<file path="config.mk">
export PLATFORM = sky130hd
export DESIGN_NAME = rf_write_arbiter
export DESIGN_NICKNAME = d
export VERILOG_FILES = /design/src/rtl/rf_write_arbiter.sv
export SDC_FILE = /design/constraint.sdc
export NUM_CORES = 1
export LEC_CHECK = 0
export ABC_AREA = 1
export ABC_CLOCK_PERIOD_IN_PS = 3900
export BUFFER_PORTS_ARGS = -buffer_cell sky130_fd_sc_hd__buf_2
export CORE_UTILIZATION = 41
export CTS_CLUSTER_SIZE = 30
export DETAILED_ROUTE_END_ITERATION = 7
export GPL_ROUTABILITY_DRIVEN = 0
export PLACE_DENSITY_LB_ADDON = 0.12
export SETUP_SLACK_MARGIN = 0.5
export SLEW_MARGIN = 0
export SYNTH_ARGS = -nofsm -noshare
export SYNTH_HDL_FRONTEND = slang
export SYNTH_SLANG_ARGS = --single-unit
</file>
<file path="constraint.sdc">
create_clock -name clk -period 3.9 [get_ports clk]
set_input_delay 0.39 -clock clk [delete_from_list [all_inputs] [get_ports clk]]
set_output_delay 0.39 -clock clk [all_outputs]
set_load 0.03 [all_outputs]
</file>
<file path="src/rtl/rf_write_arbiter.sv">
// rf_write_arbiter: round-robin arbiter for the single register-file write port.
// N_REQ requesters use a valid/ready handshake. A requester can hold the grant
// across consecutive transfers (burst lock) for at most LOCK_MAX transfers.
// The winning address/data go through one registered stage that drives the RF.
// Optional feature macro RF_ARB_PRIO_EN: requester 0 gets strict priority in
// ARB; the other requesters share round-robin. A locked owner is never pre-empted.
module rf_write_arbiter #(
  parameter  int N_REQ    = 3,
  parameter  int LOCK_MAX = 8,
  localparam int GW       = $clog2(N_REQ)
) (
  input  logic                 clk,
  input  logic                 rst,
  input  logic [N_REQ-1:0]     req_valid,
  input  logic [N_REQ-1:0]     req_lock,
  input  logic [3*N_REQ-1:0]   req_addr,
  input  logic [8*N_REQ-1:0]   req_data,
  output logic [N_REQ-1:0]     req_ready,
  output logic                 RF_w_en,
  output logic [2:0]           w_addr,
  output logic [7:0]           w_data,
  output logic [GW-1:0]        grant_id,
  output logic                 busy
);

  typedef enum logic {ARB, LOCKED} state_t;

  state_t          state, state_nx;
  logic [GW-1:0]   rr_ptr, rr_ptr_nx;
  logic [GW-1:0]   owner, owner_nx;
  logic [7:0]      lock_cnt, lock_cnt_nx;
  logic [GW-1:0]   win_id, xfer_id;
  logic            win_found, xfer;
  logic [GW:0]     sum;
  logic [GW-1:0]   idx;
  logic [2:0]      sel_addr;
  logic [7:0]      sel_data;

  // Successor id, wrapping at N_REQ so non-power-of-2 counts never overflow
  function automatic logic [GW-1:0] next_ptr(input logic [GW-1:0] id);
    if (id == GW'(N_REQ - 1)) return '0;
    else                      return id + GW'(1);
  endfunction

  // State, pointer, lock counter and registered RF write stage
  always_ff @(posedge clk) begin
    if (rst) begin
      state    <= ARB;
      rr_ptr   <= '0;
      owner    <= '0;
      lock_cnt <= '0;
      RF_w_en  <= 1'b0;
      w_addr   <= '0;
      w_data   <= '0;
      grant_id <= '0;
    end else begin
      state    <= state_nx;
      rr_ptr   <= rr_ptr_nx;
      owner    <= owner_nx;
      lock_cnt <= lock_cnt_nx;
      if (xfer) begin
        RF_w_en  <= (sel_addr != 3'd0);
        w_addr   <= sel_addr;
        w_data   <= sel_data;
        grant_id <= xfer_id;
      end else begin
        RF_w_en  <= 1'b0;
      end
    end
  end

  // Next-state: transfer detection, operand select, pointer and lock bookkeeping
  always_comb begin
    xfer        = |(req_valid & req_ready);
    xfer_id     = (state == LOCKED) ? owner : win_id;
    sel_addr    = '0;
    sel_data    = '0;
    for (int unsigned i = 0; i < N_REQ; i++) begin
      if (xfer_id == GW'(i)) begin
        sel_addr = req_addr[3*i +: 3];
        sel_data = req_data[8*i +: 8];
      end
    end
    state_nx    = state;
    rr_ptr_nx   = rr_ptr;
    owner_nx    = owner;
    lock_cnt_nx = lock_cnt;
    if (xfer) rr_ptr_nx = next_ptr(xfer_id);
    case (state)
      ARB: begin
        // A lock limit of one means the first transfer already exhausts it
        if (xfer && req_lock[xfer_id] && (LOCK_MAX > 1)) begin
          state_nx    = LOCKED;
          owner_nx    = xfer_id;
          lock_cnt_nx = 8'd1;
        end
      end
      LOCKED: begin
        if (xfer) begin
          if (req_lock[owner]) begin
            if (lock_cnt + 8'd1 == 8'(LOCK_MAX)) begin
              state_nx    = ARB;
              lock_cnt_nx = '0;
            end else begin
              lock_cnt_nx = lock_cnt + 8'd1;
            end
          end else begin
            state_nx    = ARB;
            lock_cnt_nx = '0;
          end
        end else if (!req_lock[owner]) begin
          state_nx    = ARB;
          lock_cnt_nx = '0;
        end
      end
      default: state_nx = ARB;
    endcase
  end

  // Outputs: winner search from rr_ptr and the ready vector
  always_comb begin
    req_ready = '0;
    win_found = 1'b0;
    win_id    = '0;
    sum       = '0;
    idx       = '0;
    if (state == LOCKED) begin
      req_ready[owner] = 1'b1;
    end else begin
`ifdef RF_ARB_PRIO_EN
      if (req_valid[0]) win_found = 1'b1;
`endif
      // With requester 0 idle the rotating scan skips it naturally
      for (int unsigned k = 0; k < N_REQ; k++) begin
        sum = {1'b0, rr_ptr} + (GW+1)'(k);
        if (sum >= (GW+1)'(N_REQ)) sum = sum - (GW+1)'(N_REQ);
        idx = sum[GW-1:0];
        if (!win_found && req_valid[idx]) begin
          win_found = 1'b1;
          win_id    = idx;
        end
      end
      if (win_found) req_ready[win_id] = 1'b1;
    end
    busy = (state == LOCKED);
  end

endmodule

</file>
==> flow_metrics.py <==
metrics = {
    "detailed_routing": {
        "drtIter0Drc": 146,
        "antenna_left": 0,
        "vias": 2012,
        "wl_um": 4710,
        "drcViolationCount": 0,
        "viasPerCell": 4.90,
        "dr.pass1.iters": 6,
        "wl_per_cell_um": 11.5,
    },
    "cts": {
        "cts-root-buf": "clkbuf_8",
        "hold_buffers": 0,
        "cts_inserted_buffers": 3,
        "path_clk_slew_ps": 100,
        "cts_resized": 0,
        "cts.path.max_buffers": 2,
        "htreeDepth": 1,
        "clock_latency_ps": 280,
        "cts.sinks": 27,
        "post_cts_buffers": 0,
        "cts_tree": "yes",
    },
    "run": {
        "cap_violations": 0,
    },
    "cells_and_area": {
        "layout-drive-gt1-share": 0.248,
        "fin_cells": 411,
        "final_cell_mix": "nand2_1, buf_2, nand3_1, inv_1, nor2_1",
        "syn_to_final_growth_pct": 19.0,
        "fin_nets": 406,
        "fill_cells": 461,
        "final_area_um2": 2310,
        "antenna_cells": 0,
        "mostFrequentLayoutCell": "nand2_1",
    },
    "logic_synthesis": {
        "yosys-top-cells-area": "dfxtp_1, nand2_1, nand3_1, inv_1, nor2_1",
        "ys_async_sr_fraction": 0,
        "synth_area_um2": 1940,
        "synth_edf_count": 0,
        "yosys.cell_types.count": 32,
        "ys_warn_count": 0,
        "avgSynthCellArea_um2": 6.43,
        "synth_fp_nets": 348,
        "yosysSeqAreaShare": 0.279,
        "synth_top_cell_by_area": "dfxtp_1",
        "netlist_instances": 302,
        "ys_ff_latch": 27,
        "synth_ff_type": "dfxtp_1",
        "synth_top_area_share": 0.279,
    },
    "global_route": {
        "antenna_found_initial": 0,
        "grt_pass1_vias": 1862,
        "grt_overflow": 0,
        "grt_first_pass_wirelength_um": 8240,
        "grt_use_total": 0.201,
        "grt_max_degree": 20,
    },
    "placed_design": {
        "io_buffers": 58,
        "place_inst": 407,
        "placed_area_um2": 2260,
        "place.detailed.hpwl_um": 3640,
    },
    "setup_path": {
        "critPathCaptureType": "output port",
        "critPathRequiredTime_ps": 3510,
        "cp.arrival_ps": 2390,
        "critPathLaunchType": "flop",
        "path_class": "reg2out",
        "worstPathMaxFanout": 10,
    },
    "timing": {
        "drv_slew": 0,
        "min_period_ps": 2780,
        "hold_viol": 0,
        "fmax_ghz": 0.360,
        "tightestPinTransition_ps": 550,
        "finalClockSkew_ps": 7.98,
        "setup_tns_ps": 0,
        "fin_crit_sh": 0.712,
        "whs_ps": 376,
        "rsz0062_at_grt": "no",
        "max_slew_margin": 0.631,
        "setup_viol": 0,
    },
    "pwr": {
        "ir_drop_v": 0.000485,
        "p_leak_nw": 1.24,
        "cellPowerDensity_nw_per_um2": 1050,
    },
    "floorplanning": {
        "rows": 24,
        "fp.coreArea_um2": 4440,
        "die_h_um": 70.8,
        "pin_count": 59,
        "initial_utilization": 0.437,
        "die_w_um": 70.8,
        "dieArea_um2": 5010,
    },
    "run_status": {
        "status": "complete, no violations",
    },
    "worst_hold_path": {
        "hold_class": "in2reg",
    },
}
==> synthesized netlist by cell type, types with 5 or more instances <==
master / number
a21oi_1: 10
nand2_4: 7
nor2_1: 30
nand3_1: 36
dfxtp_1: 27
ha_1: 5
nand4_1: 9
nand2_1: 87
inv_2: 5
o21ai_0: 11
inv_1: 33
==> sequential cells by signal (all words and copies together) (netlist names) <==
register  count
RF_w_en       1
busy          1
grant_id      2
lock_cnt      8
owner         2
rr_ptr        2
w_addr        3
w_data        8
==> worst paths after layout <==
kind / slack (ps) / start / end / depth (start not counted)
max: 1120 / rr_ptr[0] / req_ready[1] / 12
min: 380 / req_data[19] / w_data[3] / 3
max reg2reg: 1260 / rr_ptr[0] / lock_cnt[6] / 18
min reg2reg: 480 / w_data[2] / w_data[2] / 2
==> cell families (layout without fill, tap and decap cells) <==
group                    count (synthesis)  in the layout  synth area share
XOR/XNOR                                 6              6            0.0271
adder cells (fa/ha/maj)                  5              5            0.0322
AO/OA/AOI/OAI                           33             33             0.104
flip-flops                              27             27             0.279
AND/OR/NAND/NOR                        186            186             0.464
buffers and inverters                   45            102            0.0948
==> layer usage <==
metal  routed length [um]  track usage
met1                 2440        0.275
met2                 2040        0.335
met3                  172       0.0185
met4                   58       0.0600
met5                    0            0
==> power by group <==
part	switching (mW)	total [mW]	internal, mW
logic	1.24	1.79	0.553
clock network	0.0896	0.163	0.0733
registers	0.0752	0.461	0.386
total	1.41	2.42	1.01
==> critical path: stages, from the launching register on <==
cell	delay (ps)
dfxtp_1	370
inv_1	90
ha_1	360
inv_1	110
nand3_1	100
nand2_1	130
nor2_4	60
nand4_1	110
nand3_2	120
nand2_4	160
inv_2	70
nor2_4	200
buf_2	240
==> layout make-up <==
type                       count  area, um2  area share
timing repair buffer          58        290       0.126
clock buffer                   4       45.0      0.0195
sequential                    27        541       0.234
multi-input combinational    230       1220       0.527
tap                           52       65.1      0.0282
inverter                      40        153      0.0661
==> per-stage QoR <==
| step | total power, mW | utilization | setup slack, ps |
|---|---|---|---|
| after floorplan | 1.92 | - | 1620 |
| after global placement | 2.26 | 0.510 | 1370 |
| after detailed placement | 2.26 | 0.510 | 1270 |
| after CTS | 2.43 | 0.520 | 1090 |
| after global routing | 2.68 | 0.520 | 867 |
| final | 2.42 | 0.520 | 1120 |
No activity file was read; power rests on OpenSTA's default activity.
